==> config.mk <==
export PLATFORM = sky130hd
export DESIGN_NAME = wb_ibus_prefetch
export DESIGN_NICKNAME = d
export VERILOG_FILES = /design/src/rtl/wb_prefetch_pkg.sv /design/src/rtl/prefetch_fifo.sv /design/src/rtl/wb_ibus_prefetch.sv
export SDC_FILE = /design/constraint.sdc
export NUM_CORES = 1
export LEC_CHECK = 0
export BUFFER_PORTS_ARGS = -buffer_cell sky130_fd_sc_hd__buf_2
export CORE_ASPECT_RATIO = 0.6
export CORE_UTILIZATION = 55
export DETAILED_ROUTE_END_ITERATION = 6
export GPL_ROUTABILITY_DRIVEN = 0
export HOLD_SLACK_MARGIN = 0.1
export PLACE_DENSITY = 0.86
export SYNTH_ARGS = -nofsm -noshare
export SYNTH_HDL_FRONTEND = slang
export SYNTH_SLANG_ARGS = --single-unit
==> constraint.sdc <==
create_clock -name wb_clk -period 9 [get_ports wb_clk]
set_clock_uncertainty 0.1 [all_clocks]
set_input_delay 0.9 -clock wb_clk [delete_from_list [all_inputs] [get_ports wb_clk]]
set_output_delay 0.9 -clock wb_clk [all_outputs]
set_load 0.1 [all_outputs]
==> src/rtl/wb_prefetch_pkg.sv <==
// Shared definitions for the instruction-bus prefetch buffer.
//   fsm_state_e : master-side FSM encoding (idle, fetch in progress, draining a stale fetch)
//   WORD_BYTES  : byte stride between consecutive instruction words
//   is_pow2()   : elaboration-time check used on the FIFO depth
package wb_prefetch_pkg;

    typedef enum logic [1:0] {
        StIdle  = 2'd0,
        StFetch = 2'd1,
        StDrain = 2'd2
    } fsm_state_e;

    localparam int unsigned WORD_BYTES = 4;

    function automatic logic is_pow2(input int unsigned n);
        return (n >= 2) && ((n & (n - 1)) == 0);
    endfunction

endpackage

==> src/rtl/prefetch_fifo.sv <==
// Synchronous FIFO holding prefetched instruction words.
//   clk_i     : clock
//   rst_ni    : synchronous active-low reset
//   clear_ni  : synchronous active-low clear (discards all entries)
//   push_i    : write wdata_i (ignored when full)
//   wdata_i   : word to write
//   pop_i     : advance the read pointer (ignored when empty)
//   rdata_o   : word at the head, valid while count_o != 0
//   count_o   : number of stored entries, 0..DEPTH
module prefetch_fifo #(
    parameter int unsigned DEPTH = 4,
    parameter int unsigned DW    = 32
) (
    input  logic                       clk_i,
    input  logic                       rst_ni,
    input  logic                       clear_ni,
    input  logic                       push_i,
    input  logic [DW-1:0]              wdata_i,
    input  logic                       pop_i,
    output logic [DW-1:0]              rdata_o,
    output logic [$clog2(DEPTH+1)-1:0] count_o
);

    localparam int unsigned PW = $clog2(DEPTH);
    localparam int unsigned CW = $clog2(DEPTH + 1);
    localparam logic [CW-1:0] FullCnt = CW'(DEPTH);

    logic [DW-1:0] mem_q [DEPTH];
    logic [PW-1:0] wr_ptr_q;
    logic [PW-1:0] rd_ptr_q;
    logic [CW-1:0] count_q;
    logic          do_push;
    logic          do_pop;

    assign do_push = push_i & (count_q != FullCnt);
    assign do_pop  = pop_i & (count_q != '0);

    // Pointers wrap naturally because DEPTH is a power of two.
    always_ff @(posedge clk_i) begin
        if (!rst_ni || !clear_ni) begin
            wr_ptr_q <= '0;
            rd_ptr_q <= '0;
            count_q  <= '0;
        end else begin
            if (do_push) wr_ptr_q <= wr_ptr_q + PW'(1);
            if (do_pop)  rd_ptr_q <= rd_ptr_q + PW'(1);
            count_q <= count_q + CW'(do_push) - CW'(do_pop);
        end
    end

    always_ff @(posedge clk_i) begin
        if (do_push) mem_q[wr_ptr_q] <= wdata_i;
    end

    assign rdata_o = mem_q[rd_ptr_q];
    assign count_o = count_q;

endmodule

==> src/rtl/wb_ibus_prefetch.sv <==
// Sequential instruction prefetch buffer between the core's instruction Wishbone port
// (s_wb_*) and the interconnect's ibus master port (m_wb_*). Core fetches are served from
// a FIFO of consecutive words; while the FIFO has room the next word is fetched ahead.
// A non-sequential fetch or flush_i drops the buffered stream and restarts at the new address.
//   wb_clk, wb_rst_n   : clock, synchronous active-low reset
//   flush_i            : one-cycle invalidate (fence.i)
//   s_wb_adr/cyc/stb   : core fetch request
//   s_wb_rdt/ack       : instruction word and one-cycle acknowledge
//   m_wb_adr/cyc/stb   : classic-cycle fetch to interconnect, held until m_wb_ack
//   m_wb_rdt/ack       : interconnect read data and acknowledge
module wb_ibus_prefetch
    import wb_prefetch_pkg::*;
#(
    parameter int unsigned DEPTH = 4,
    parameter int unsigned AW    = 32
) (
    input  logic          wb_clk,
    input  logic          wb_rst_n,
    input  logic          flush_i,
    input  logic [AW-1:0] s_wb_adr,
    input  logic          s_wb_cyc,
    input  logic          s_wb_stb,
    output logic [31:0]   s_wb_rdt,
    output logic          s_wb_ack,
    output logic [AW-1:0] m_wb_adr,
    output logic          m_wb_cyc,
    output logic          m_wb_stb,
    input  logic [31:0]   m_wb_rdt,
    input  logic          m_wb_ack
);

    if (!is_pow2(DEPTH)) begin : g_depth_check
        $error("wb_ibus_prefetch: DEPTH must be a power of two and at least 2");
    end

    localparam int unsigned CW = $clog2(DEPTH + 1);
    localparam logic [CW-1:0] FullCnt = CW'(DEPTH);
    localparam logic [AW-1:0] Stride  = AW'(WORD_BYTES);

    fsm_state_e    state_q, state_d;
    logic [AW-1:0] head_adr_q, head_adr_d;
    logic [AW-1:0] fetch_adr_q, fetch_adr_d;
    logic          stream_valid_q, stream_valid_d;
    logic          s_ack_q, s_ack_d;
    logic [31:0]   s_rdt_q, s_rdt_d;
    logic          m_cyc_q, m_cyc_d;
    logic [AW-1:0] m_adr_q, m_adr_d;

    logic [CW-1:0] fifo_count;
    logic [CW-1:0] count_next;
    logic [31:0]   fifo_rdata;
    logic          pending;
    logic          hit;
    logic          wait_fetch;
    logic          miss;
    logic          restart;
    logic          push;
    logic          pop;

    prefetch_fifo #(
        .DEPTH (DEPTH),
        .DW    (32)
    ) u_fifo (
        .clk_i    (wb_clk),
        .rst_ni   (wb_rst_n),
        .clear_ni (~restart),
        .push_i   (push),
        .wdata_i  (m_wb_rdt),
        .pop_i    (pop),
        .rdata_o  (fifo_rdata),
        .count_o  (fifo_count)
    );

    always_comb begin
        // The ack cycle masks the request so a held request is never acked twice in a row.
        pending = s_wb_cyc & s_wb_stb & ~s_ack_q;
        hit     = pending & ~flush_i & (fifo_count != '0) & (s_wb_adr == head_adr_q);
        // Empty buffer but the wanted word is the one being (or about to be) fetched: wait.
        wait_fetch = ~flush_i & (fifo_count == '0) & stream_valid_q & (s_wb_adr == fetch_adr_q);
        miss    = pending & ~hit & ~wait_fetch;
        restart = miss | flush_i;
        push    = (state_q == StFetch) & m_wb_ack & ~restart;
        pop     = hit;

        count_next = restart ? '0 : fifo_count + CW'(push) - CW'(pop);

        head_adr_d     = head_adr_q;
        fetch_adr_d    = fetch_adr_q;
        stream_valid_d = stream_valid_q;
        if (hit)     head_adr_d = head_adr_q + Stride;
        if (push)    fetch_adr_d = fetch_adr_q + Stride;
        if (flush_i) stream_valid_d = 1'b0;
        if (miss) begin
            head_adr_d     = s_wb_adr;
            fetch_adr_d    = s_wb_adr;
            stream_valid_d = 1'b1;
        end

        state_d = state_q;
        unique case (state_q)
            StIdle: begin
                if (stream_valid_d && (count_next < FullCnt)) state_d = StFetch;
            end
            StFetch: begin
                // An ack always ends the cycle; its data is kept only if the stream survived.
                if (m_wb_ack)     state_d = StIdle;
                else if (restart) state_d = StDrain;
            end
            StDrain: begin
                if (m_wb_ack) state_d = StIdle;
            end
            default: state_d = StIdle;
        endcase

        s_ack_d = hit;
        s_rdt_d = hit ? fifo_rdata : s_rdt_q;
        m_cyc_d = (state_d != StIdle);
        // The address only changes when a new master cycle starts; a drain keeps the stale one.
        m_adr_d = ((state_q == StIdle) && (state_d == StFetch)) ? fetch_adr_d : m_adr_q;
    end

    always_ff @(posedge wb_clk) begin
        if (!wb_rst_n) begin
            state_q        <= StIdle;
            head_adr_q     <= '0;
            fetch_adr_q    <= '0;
            stream_valid_q <= 1'b0;
            s_ack_q        <= 1'b0;
            s_rdt_q        <= '0;
            m_cyc_q        <= 1'b0;
            m_adr_q        <= '0;
        end else begin
            state_q        <= state_d;
            head_adr_q     <= head_adr_d;
            fetch_adr_q    <= fetch_adr_d;
            stream_valid_q <= stream_valid_d;
            s_ack_q        <= s_ack_d;
            s_rdt_q        <= s_rdt_d;
            m_cyc_q        <= m_cyc_d;
            m_adr_q        <= m_adr_d;
        end
    end

    assign s_wb_ack = s_ack_q;
    assign s_wb_rdt = s_rdt_q;
    assign m_wb_cyc = m_cyc_q;
    assign m_wb_stb = m_cyc_q;
    assign m_wb_adr = m_adr_q;

endmodule

# Word-level counts from Yosys, hierarchy flattened
# Memory sizes are Yosys's and may differ from the RTL's. A register that Yosys moved wholly into a read port is not among the register bits.
# Cells that the tools add are included.
dict set report classes {
  addsub 8
  order_cmp 1
  n_reduce_logical 10
  eq_ne 6
  mux 14
  n_bitwise 20
}
# op n
set ops {}
lappend ops {{two-way mux 32 bit} 4}
lappend ops {{adder 32 x 3 -> 32 bit (second input constant)} 2}
lappend ops {{== test 32 bit} 2}
lappend ops {{bitwise AND 1 bit} 14}
lappend ops {{two-way mux 2 bit} 4}
lappend ops {{adder 3 x 1 -> 3 bit} 2}
lappend ops {{case mux 2 bit (3 select lines)} 1}
lappend ops {{subtractor 3 x 1 -> 3 bit} 2}
lappend ops {{NOT 1 bit} 5}
lappend ops {{adder 2 x 1 -> 2 bit (second input constant)} 2}
lappend ops {{== test 2 x 1 -> 1 bit (second input constant)} 2}
lappend ops {{two-way mux 1 bit} 4}
lappend ops {{nonzero test 2 bit} 2}
lappend ops {{logical NOT 3 bit} 1}
lappend ops {{less-than comparator 3 bit (second input constant)} 1}
lappend ops {{two-way mux 3 bit} 1}
lappend ops {{inequality test 3 bit (second input constant)} 1}
lappend ops {{nonzero test 3 bit} 1}
lappend ops {{== test 2 bit (second input constant)} 1}
lappend ops {{logical AND 1 bit} 2}
lappend ops {{logical NOT 1 bit} 2}
lappend ops {{logical NOT 2 bit} 1}
lappend ops {{logical OR 1 bit} 1}
lappend ops {{bitwise OR 1 bit} 1}
dict set report totals {
  inputBits 70
  mem_count 1
  reg_bits 108
  out_inout_bits 67
  ramBits 128
}
# name depth width read_ports rd_ports_with_merged_regs wr line
set mem_list {}
lappend mem_list {u_fifo.mem_q 4 32 1 1 1 prefetch_fifo.sv:28} ;# logic [DW-1:0] mem_q [DEPTH];

# Logic depth before layout (Yosys ltp)
# Gate-level depths: netlist (run 1).
dict set report depth {
  depth_word 20
  depth_mapped 19
  mapped_depth_nobuf 15
}

# By module
# A second synthesis (run 1) with hierarchy kept.
dict set report hier_totals {
  cells_unflattened 1014
  area_unflattened_um2 11985.2
}
# module cells_each instances area_per_inst_um2
set modules_own_cells {}
lappend modules_own_cells {wb_ibus_prefetch 800 1 6869.1}
lappend modules_own_cells {prefetch_fifo 214 1 5116.2}

# Least setup slack after synthesis (run 1)
# No wires, ideal clock.
dict set report synth_path {
  path_type {in2reg}
  start {input port s_wb_cyc}
  end {register m_adr_q[26] (netlist: m_wb_adr[26])}
  setup_time_ps 116
  setup_slack_ps 4782
  t_required_ps 8784
  stages 18
  arrival_ps 4003
  cell_sequence {nand3b_1 nor4_1 nand4_1 or3_1 inv_1 buf_2 buf_2 ha_1 inv_1 ha_1 nand2b_1 o21a_1 o21ai_1 nor4_1 nor4_4 buf_2 nor2_1 a31o_1}
}
dict set report synth_between {
  elab_chain_len 20
  word_cells_on_any_way 25
  cone_classes {2 x add/sub; 1 x order compare; 1 x eq/ne; 8 x mux; 11 x bitwise; 2 x reduce/logical}
}
# element line
set synth_lines {}
lappend synth_lines {{from (decl)} wb_ibus_prefetch.sv:21} ;# input logic s_wb_cyc,
lappend synth_lines {{bitwise AND 1 bit * (2 in a row)} wb_ibus_prefetch.sv:76} ;# pending = s_wb_cyc & s_wb_stb & ~s_ack_q;
lappend synth_lines {{bitwise AND 1 bit * (3 in a row)} wb_ibus_prefetch.sv:77} ;# hit = pending & ~flush_i & (fifo_count != '0) & (s_wb_adr == head_adr_q);
lappend synth_lines {{named net hit} wb_ibus_prefetch.sv:53} ;# logic hit;
lappend synth_lines {{NOT 1 bit} wb_ibus_prefetch.sv:80} ;# miss = pending & ~hit & ~wait_fetch;
lappend synth_lines {{bitwise AND 1 bit (2 in a row)} wb_ibus_prefetch.sv:80}
lappend synth_lines {{bitwise OR 1 bit} wb_ibus_prefetch.sv:81} ;# restart = miss | flush_i;
lappend synth_lines {{NOT 1 bit} wb_ibus_prefetch.sv:82} ;# push = (state_q == StFetch) & m_wb_ack & ~restart;
lappend synth_lines {{bitwise AND 1 bit} wb_ibus_prefetch.sv:82}
lappend synth_lines {{adder 3 x 1 -> 3 bit} wb_ibus_prefetch.sv:85} ;# count_next = restart ? '0 : fifo_count + CW'(push) - CW'(pop);
lappend synth_lines {{subtractor 3 x 1 -> 3 bit} wb_ibus_prefetch.sv:85}
lappend synth_lines {{two-way mux 3 bit} wb_ibus_prefetch.sv:85}
lappend synth_lines {{less-than comparator 3 bit} wb_ibus_prefetch.sv:102} ;# if (stream_valid_d && (count_next < FullCnt)) state_d = StFetch;
lappend synth_lines {{logical AND 1 bit} wb_ibus_prefetch.sv:102}
lappend synth_lines {{two-way mux 2 bit} wb_ibus_prefetch.sv:102}
lappend synth_lines {{case mux 2 bit (3 select lines)} wb_ibus_prefetch.sv:100} ;# unique case (state_q)
lappend synth_lines {{== test 2 x 1 -> 1 bit} wb_ibus_prefetch.sv:119} ;# m_adr_d = ((state_q == StIdle) && (state_d == StFetch)) ? fetch_adr_d : m_adr_q;
lappend synth_lines {{logical AND 1 bit} wb_ibus_prefetch.sv:119}
lappend synth_lines {{to (signal assigned)} wb_ibus_prefetch.sv:140} ;# m_adr_q <= m_adr_d;
lappend synth_lines {{to (decl)} wb_ibus_prefetch.sv:47} ;# logic [AW-1:0] m_adr_q, m_adr_d;
# Mark *: on every way through the listed nets, which the timed path passes. The rest lies on a longest branch.
# A chain may end at the register's enable or synchronous reset.

# Final worst setup path (run 1)
dict set report layout_path {
  start {input port s_wb_cyc}
  end {register m_adr_q[23] (netlist: m_wb_adr[23])}
}
dict set report layout_between {
  elab_chain_len 20
  word_cells_on_any_way 25
  cone_classes {2 x add/sub; 1 x order compare; 1 x eq/ne; 8 x mux; 11 x bitwise; 2 x reduce/logical}
}
# element line
set layout_lines {}
lappend layout_lines {{bitwise AND 1 bit * (2 in a row)} wb_ibus_prefetch.sv:76}
lappend layout_lines {{bitwise AND 1 bit (3 in a row)} wb_ibus_prefetch.sv:77}
lappend layout_lines {{NOT 1 bit} wb_ibus_prefetch.sv:80}
lappend layout_lines {{bitwise AND 1 bit (2 in a row)} wb_ibus_prefetch.sv:80}
lappend layout_lines {{bitwise OR 1 bit} wb_ibus_prefetch.sv:81}
lappend layout_lines {{NOT 1 bit} wb_ibus_prefetch.sv:82}
lappend layout_lines {{bitwise AND 1 bit} wb_ibus_prefetch.sv:82}
lappend layout_lines {{adder 3 x 1 -> 3 bit} wb_ibus_prefetch.sv:85}
lappend layout_lines {{subtractor 3 x 1 -> 3 bit} wb_ibus_prefetch.sv:85}
lappend layout_lines {{two-way mux 3 bit} wb_ibus_prefetch.sv:85}
lappend layout_lines {{less-than comparator 3 bit} wb_ibus_prefetch.sv:102}
lappend layout_lines {{logical AND 1 bit} wb_ibus_prefetch.sv:102}
lappend layout_lines {{two-way mux 2 bit} wb_ibus_prefetch.sv:102}
lappend layout_lines {{case mux 2 bit (3 select lines)} wb_ibus_prefetch.sv:100}
lappend layout_lines {{== test 2 x 1 -> 1 bit} wb_ibus_prefetch.sv:119}
lappend layout_lines {{logical AND 1 bit} wb_ibus_prefetch.sv:119}
# Mark *: on every way between the ends. The rest lies on a longest branch, timed or not.

==> reports/results.md, run 1 <==
| Group | Parameter | This run |
| --- | --- | --- |
| clock network | Clock transition at the register clock pins on the worst setup and hold paths after CTS | 0.06 ns |
| yosys | Dominant register cell in the synthesized netlist | sky130_fd_sc_hd__dfxtp_1 |
| yosys | Library cell with the largest summed area after synthesis | sky130_fd_sc_hd__edfxtp_1 |
| clock network | Number of cells upsized or downsized after cts | 0 |
| place | DP Cell Count | 1421 |
| yosys | Synth async-reset ratio | 0% |
| yosys | Proportion of netlist area held by the largest area contributor | 32.4% |
| clock network | Insertion delay to the later sink of the worst-skew pair | 0.52 ns |
| place | I/O Buffers | 136 |
| yosys | Portion of the post-synthesis area used by sequential elements | 56.0% |
| timing | Final min period | 5.53 ns |
| clock network | Cts hold-fix bufs | 0 |
| timing | Rel. slew slack | 22.2% |
| setup path | Count of cells along the worst register-to-register path | 16 |
| timing | Tightest Pin Transition | 1.17 ns |
| routing | Avg Vias per Cell | 5.96 |
| routing | Number of violations reported at the end of detailed-routing iteration 0 | 969 |
| status | Outcome | finished clean |
| floorplan | Die outline width | 192 um |
| min path | Worst min-delay path endpoint | s_wb_rdt[2] |
| setup path | FF-to-FF setup slack | 3.55 ns |
| yosys | Post-synthesis cell count | 1054 |
| yosys | Synthesized net count | 1135 |
| floorplan | Die Footprint | 22200 sq um |
| yosys | Number of distinct library cell variants in the gate-level netlist after synthesis | 70 |
| clock network | Worst-case clock buffer depth | 3 |
| finish | Fin nets | 1250 |
| clock network | Cell at the root of the clock tree | sky130_fd_sc_hd__clkbuf_16 |
| floorplan | Overall die height | 116 um |
| yosys | Most repeated cell in the gate-level netlist after synthesis | sky130_fd_sc_hd__dfxtp_1 |
| floorplan | Starting density of the core | 56.3% |
| place | Final HPWL from detailed placement | 20000 um |
| global routing | Remaining Overflow, GRT | 0 |
| finish | Share of post-route cells with drive strength above 1 | 20.6% |
| timing | Final TNS setup | 0 ns |
| yosys | Total number of yosys warnings | 0 |
| floorplan | Core outline area | 21100 sq um |
| min path | Worst hold start | s_wb_rdt[2] |
| job | Number of maximum-capacitance constraint violations | 0 |
| power | Worst supply voltage drop on vdd | 0.149 mV |
| setup path | Crit path DAT | 5.83 ns |
| global routing | Number of antenna violations at the first check in global routing | 1 |
| yosys | Mapped Avg Cell Area | 11.3 sq um |
| routing | Vias | 8751 |
| setup path | CP bufs+invs | 4 |
| global routing | Wire length of the first global-routing pass | 45900 um |
| setup path | Critical path data required time | 9.30 ns |
| global routing | GRT Overall Usage | 27.1% |
| timing | Final setup violation count | 0 |
| finish | Non-filler instance count after layout | 1468 |
| place | Cell area after placement | 12700 sq um |
| clock network | CTS tree | yes |
| timing | Max-slew violations | 0 |
| power | Power density normalized to cell area | 192 nW/um^2 |
| floorplan | Cell Rows | 41 |
| setup path | Critical path launch point type | input pin |
| timing | Setup slack of the critical path after layout | 3.47 ns |
| finish | Number of fill cells in the layout | 1631 |
| min path | Class of the most critical hold timing path | register to register |
| routing | DRC violations left | 0 |
| yosys | Post-synth design cell area | 11900 sq um |
| setup path | FF-to-FF End | m_wb_adr[23] |
| yosys | Biggest area contributors in the synthesized netlist | sky130_fd_sc_hd__edfxtp_1, sky130_fd_sc_hd__dfxtp_1, sky130_fd_sc_hd__mux4_2 |
| timing | Setup repair after global routing missed its margin | false |
| routing | Number of routed nets with antenna violations | 0 |
| setup path | Critical path, cell by cell | buf_2 > nand3b_1 > nor4_1 > nand4_1 > or3_2 > inv_1 > ha_1 > inv_1 > ha_1 > nand2b_1 > o2111ai_1 > o21ai_1 > nor4_1 > nor4_4 > buf_4 > nand2_1 > a2bb2o_1 |
| clock network | CTS sink count | 268 |
| setup path | Highest cell delay on the worst timing path | 0.71 ns |
| clock network | Post-CTS setup buffers | 0 |
| global routing | Vias in the first global route | 8255 |
| timing | Hold Violations, Final | 0 |
| setup path | Category of the most critical setup path | input pin to register |
| clock network | CTS HTree Levels | 1 |
| min path | Worst hold path depth | 2 |
| yosys | Number of synthesized flops with an enable pin | 128 |
| place | Worst slack at placement | 3.10 ns |
| floorplan | # IOs | 137 |
| timing | Highest clock frequency the design can meet | 0.181 GHz |
| finish | Final std cell area, no fill | 13500 sq um |
| global routing | Maximum number of pins on one net before global-route repair | 61 |
| clock network | Number of clock buffers inserted by TritonCTS | 25 |
| power | Cell leakage power | 5.07 nW |
| routing | Per-cell routed wire length | 20.3 um |
| routing | First-pass detailed-route iteration total | 6 |
| routing | DRT Wirelength | 29900 um |
| yosys | #FFs+latches synth | 268 |
| finish | Layout-stage area growth over the synthesis result | 13.9% |
| yosys | Top cell types by occurrence after synthesis | sky130_fd_sc_hd__dfxtp_1, sky130_fd_sc_hd__nand2_1, sky130_fd_sc_hd__edfxtp_1 |
| timing | Post-route clock period utilization | 61.4% |
| setup path | Largest fanout of any net on the critical path | 35 |
| setup path | Crit path capture type | register |
| setup path | Critical path's slowest cell | sky130_fd_sc_hd__nand2_1 |
| setup path | Beginning of the worst register-to-register path | s_wb_ack |
| setup path | Family with the most delay on the worst path | simple AND/OR/NAND/NOR gates |
[final cells by class]
type	count	area (sq um)	share of cell area, %
Sequential cell	268	6650	49.1
Multi-Input combinational cell	707	4870	36.0
Timing Repair Buffer	150	786	5.81
Clock buffer	32	703	5.20
Tap cell	279	349	2.58
Clock inverter	13	101	0.749
Inverter	17	63.8	0.472
Antenna cell	2	5.00	0.0370
[metal layers]
layer  track usage (%)  share of wire (%)  up-vias
li1                  -                  -     4065
met1              40.3                 45     4156
met2              37.4                 40      463
met3              10.4                 13       67
met4              5.45                1.8        0
met5                 0                  0        -
[how the worst max path moves through the flow]
stage / end / slack (ns) / start / cells after the start
2_1_floorplan: m_wb_adr[26] / 4.78 / s_wb_cyc / 18
4_1_cts: m_wb_adr[23] / 3.60 / s_wb_cyc / 17
3_5_place_dp: m_wb_adr[23] / 3.10 / s_wb_cyc / 17
5_1_grt: m_wb_adr[23] / 3.22 / s_wb_cyc / 17
6_report: m_wb_adr[23] / 3.47 / s_wb_cyc / 17
3_3_place_gp: m_wb_adr[30] / 3.40 / s_wb_cyc / 17
[cell usage in the layout, fill, tap and decap left out, types with 7 or more instances in the layout]
master / instances
sky130_fd_sc_hd__a211oi_1: 7
sky130_fd_sc_hd__a21oi_1: 74
sky130_fd_sc_hd__and3_1: 17
sky130_fd_sc_hd__buf_2: 136
sky130_fd_sc_hd__buf_4: 14
sky130_fd_sc_hd__clkbuf_16: 26
sky130_fd_sc_hd__dfxtp_1: 139
sky130_fd_sc_hd__edfxtp_1: 128
sky130_fd_sc_hd__ha_1: 10
sky130_fd_sc_hd__inv_1: 16
sky130_fd_sc_hd__mux2i_1: 26
sky130_fd_sc_hd__mux4_2: 32
sky130_fd_sc_hd__nand2_1: 139
sky130_fd_sc_hd__nand3_1: 30
sky130_fd_sc_hd__nand4_1: 22
sky130_fd_sc_hd__nor2_1: 72
sky130_fd_sc_hd__nor3_1: 12
sky130_fd_sc_hd__nor4_1: 26
sky130_fd_sc_hd__o21ai_0: 25
sky130_fd_sc_hd__o22ai_1: 18
sky130_fd_sc_hd__xnor2_1: 42
sky130_fd_sc_hd__xor2_1: 55
[worst min-delay path, stage by stage (launching register included)]
cell	delay, ns
sky130_fd_sc_hd__dfxtp_1	0.31
sky130_fd_sc_hd__nand2_1	0.05
sky130_fd_sc_hd__a21oi_1	0.05
[metrics by stage]
stage	hold slack, ns	power (mW)	utilization, %
2_1_floorplan	0.348	1.50	-
4_1_cts	0.350	2.60	64.1
3_3_place_gp	0.336	1.57	60.3
3_5_place_dp	0.342	1.57	60.3
6_report	0.351	2.59	64.2
5_1_grt	0.376	2.67	64.1
[registers in the layout, summed over array words and instances (netlist names), 2 cells and up]
signal and count:
u_fifo.mem_q 128, fetch_adr_q 32, head_adr_q 32, m_wb_adr 32, s_wb_rdt 32, u_fifo.count_o 3, state_q 2, u_fifo.rd_ptr_q 2
u_fifo.wr_ptr_q 2
[cells by family (layout without fill, tap and decap cells)]
kind of cell	after synthesis	count (layout)	share of synthesized area, %
simple gates	367	367	15.1
flops	268	268	56.0
compound gates	170	170	8.84
xor+xnor	97	97	7.15
buf+inv	79	212	3.11
mux	62	62	8.64
fa+ha+maj	11	11	1.22
other cells	0	2	0
[power breakdown]
| part | switching (mW) | internal, mW |
|---|---|---|
| clock | 0.455 | 0.583 |
| sequential | 0.0271 | 1.30 |
| combinational | 0.163 | 0.0659 |
(Power assumes the default switching activity.)
==> run 2: changes to the inputs <==
- CORE_UTILIZATION: 55 -> 53
- clock period: 9 -> 4.6 ns (I/O delays scaled with it)
==> run 2 against run 1 <==
- highest routed layer unchanged
- sequential power up 95%
- wire length grew 3.1%
- count of clock-buffer cells in the layout is 4 lower
- cell area is 3.0% higher
- critical path depth fell by 1
- via count rose by 3.9%
- power is 96% higher
- global-route usage shrank 0.16 points
- flip-flop and latch count is the same
- sequential share of layout area down 1.5 points
- non-clock buffer count up 42
==> reports/results.md, run 2 (synthesized netlist as in run 1, its figures left out) <==
| Group | Parameter | This run | vs previous |
| --- | --- | --- | --- |
| timing | Hold Violations, Final | 0 | unchanged |
| timing | Final setup violation count | 0 | unchanged |
| clock network | Post-CTS setup buffers | 0 | unchanged |
| routing | DRC violations left | 0 | unchanged |
| finish | Top library cells by usage in the layout, fill and taps aside | sky130_fd_sc_hd__nand2_1, sky130_fd_sc_hd__dfxtp_1, sky130_fd_sc_hd__buf_2 | unchanged |
| finish | Fin nets | 1292 | was 1250 |
| clock network | Cts hold-fix bufs | 33 | was 0 |
| floorplan | Overall die height | 118 um | was 116 um |
| routing | Avg Vias per Cell | 6.02 | was 5.96 |
| finish | Max FFs per register | 128 | unchanged |
| min path | Class of the most critical hold timing path | input pin to register | was register to register |
| setup path | Critical path data required time | 4.96 ns | was 9.30 ns |
| global routing | Maximum number of pins on one net before global-route repair | 56 | was 61 |
| status | Outcome | finished clean | unchanged |
| finish | Antenna cells | 0 | was 2 |
| finish | Footprint of the multi-input gates | 4870 sq um | unchanged |
| setup path | Crit path capture type | register | unchanged |
| power | Power density normalized to cell area | 365 nW/um^2 | was 192 nW/um^2 |
| clock network | Cell at the root of the clock tree | sky130_fd_sc_hd__clkbuf_16 | unchanged |
| setup path | Critical path's slowest cell | sky130_fd_sc_hd__or3_2 | was sky130_fd_sc_hd__nand2_1 |
| setup path | Critical path, cell by cell | xor2_1 > nor4_1 > nand4_1 > or3_2 > inv_1 > ha_1 > inv_1 > ha_1 > nand2b_1 > o2111ai_1 > o21ai_1 > nor4_1 > nor4_4 > buf_4 > nor2_2 > a2bb2o_1 | was buf_2 > nand3b_1 > nor4_1 > nand4_1 > or3_2 > inv_1 > ha_1 > inv_1 > ha_1 > nand2b_1 > o2111ai_1 > o21ai_1 > nor4_1 > nor4_4 > buf_4 > nand2_1 > a2bb2o_1 |
| routing | DRT Wirelength | 30800 um | was 29900 um |
| global routing | Remaining Overflow, GRT | 0 | unchanged |
| clock network | Insertion delay to the later sink of the worst-skew pair | 0.52 ns | about the same |
| timing | Post-route clock period utilization | 91.7% |  |
| timing | Setup repair after global routing missed its margin | false | unchanged |
| floorplan | Starting density of the core | 55.3% | was 56.3% |
| setup path | Critical path launch point type | register | was input pin |
| setup path | Category of the most critical setup path | register to register | was input pin to register |
| floorplan | # IOs | 137 | unchanged |
| finish | Share of post-route cells with drive strength above 1 | 20.7% | was 20.6% |
| global routing | Wire length of the first global-routing pass | 48300 um | was 45900 um |
| clock network | CTS HTree Levels | 1 | unchanged |
| routing | Number of routed nets with antenna violations | 0 | unchanged |
| finish | Number of fill cells in the layout | 1666 | was 1631 |
| floorplan | Die Footprint | 23000 sq um | was 22200 sq um |
| routing | Number of violations reported at the end of detailed-routing iteration 0 | 970 | was 969 |
| power | Cell leakage power | 5.27 nW | was 5.07 nW |
| setup path | Family with the most delay on the worst path | simple AND/OR/NAND/NOR gates | unchanged |
| place | Final HPWL from detailed placement | 20900 um | was 20000 um |
| routing | Per-cell routed wire length | 20.4 um | was 20.3 um |
| timing | Final TNS setup | 0 ns | unchanged |
| finish | Most flop-heavy register | u_fifo.mem_q | unchanged |
| floorplan | Core outline area | 21500 sq um | was 21100 sq um |
| timing | Rel. slew slack | 23.6% | was 22.2% |
| routing | Vias | 9089 | was 8751 |
| setup path | Largest fanout of any net on the critical path | 24 | was 35 |
| global routing | Number of antenna violations at the first check in global routing | 0 | was 1 |
| timing | Highest clock frequency the design can meet | 0.237 GHz |  |
| finish | Final Util | 64.8% | was 64.2% |
| routing | First-pass detailed-route iteration total | 6 | unchanged |
| clock network | Number of clock buffers inserted by TritonCTS | 25 | unchanged |
| timing | Final min period | 4.22 ns |  |
| global routing | Vias in the first global route | 8729 | was 8255 |
| setup path | Crit path DAT | 4.58 ns | was 5.83 ns |
| clock network | CTS sink count | 268 | unchanged |
| clock network | Worst-case clock buffer depth | 3 | unchanged |
| power | Worst supply voltage drop on vdd | 0.424 mV | was 0.149 mV |
| clock network | Number of cells upsized or downsized after cts | 0 | unchanged |
| place | I/O Buffers | 136 | unchanged |
| clock network | Clock transition at the register clock pins on the worst setup and hold paths after CTS | 0.07 ns | was 0.06 ns |
| setup path | CP bufs+invs | 3 | was 4 |
| timing | Max-slew violations | 0 | unchanged |
| floorplan | Cell Rows | 41 | unchanged |
| timing | Tightest Pin Transition | 1.15 ns | was 1.17 ns |
| finish | FF/Latch Area | 6650 sq um | unchanged |
| job | Number of maximum-capacitance constraint violations | 0 | unchanged |
| finish | Layout-stage area growth over the synthesis result | 17.4% | was 13.9% |
| clock network | CTS tree | yes | unchanged |
| setup path | Highest cell delay on the worst timing path | 0.51 ns | was 0.71 ns |
| global routing | GRT Overall Usage | 26.9% | was 27.1% |
| floorplan | Die outline width | 195 um | was 192 um |
-- run 2: cell count changes in the layout (fill, tap and decap cells not counted), sizes merged --
cell | before | now
clkbuf | 32 | 28
dlygate4sd3 | 0 | 33
bufinv | 1 | 2
buf | 150 | 159
clkinvlp | 3 | 2
diode | 2 | 0
clkinv | 8 | 13
-- run 2: worst paths after layout --
kind	from	cells past startpoint	slack (ns)	endpoint
worst max-delay path	head_adr_q[5]	16	0.38	m_wb_adr[17]
worst min-delay path	s_wb_adr[0]	3	0.13	head_adr_q[0]
worst max register to register	head_adr_q[5]	16	0.38	m_wb_adr[17]
worst min register to register	s_wb_rdt[16]	2	0.35	s_wb_rdt[16]
-- run 2: metrics by stage --
stage | cells | setup WS (ns) | power [mW] | hold slack [ns] | cell area [sq um]
after global placement | 1430 | 0.598 | 3.08 | 0.335 | 12800
after floorplan | 1054 | 0.413 | 2.93 | 0.348 | 11900
after CTS | 1509 | 0.526 | 5.12 | 0.105 | 13900
final | 1509 | 0.383 | 5.09 | 0.126 | 13900
after detailed placement | 1430 | 0.335 | 3.09 | 0.343 | 12800
after global routing | 1509 | 0.213 | 5.27 | 0.136 | 13900
-- run 2: metal layers --
metal  routed length [um]  global-route usage, %
met2                12600                   37.5
met1                13600                   39.2
met3                 4190                   11.1
met5                    0                      0
met4                  483                   5.17
-- run 2: worst min-delay path, delay by kind of cell --
family	cells	cell delay (ns)
buffers and inverters	1	0.13
and+or+nand+nor	1	0.06
AOI/OAI and AO/OA	1	0.05
-- run 2: where the power goes --
part | leakage [nW] | internal [mW] | switching, mW
clock network | 0.393 | 1.13 | 0.883
registers | 2.29 | 2.54 | 0.0536
logic | 2.59 | 0.152 | 0.331
-- run 2: cell type report --
| cell class | count | share of cell area [%] |
|---|---|---|
| Clock inverter | 18 | 1.09 |
| Timing Repair Buffer | 192 | 8.67 |
| Sequential cell | 268 | 47.7 |
| Inverter | 17 | 0.458 |
| Multi-Input combinational cell | 707 | 34.9 |
| Tap cell | 279 | 2.50 |
| Clock buffer | 28 | 4.64 |
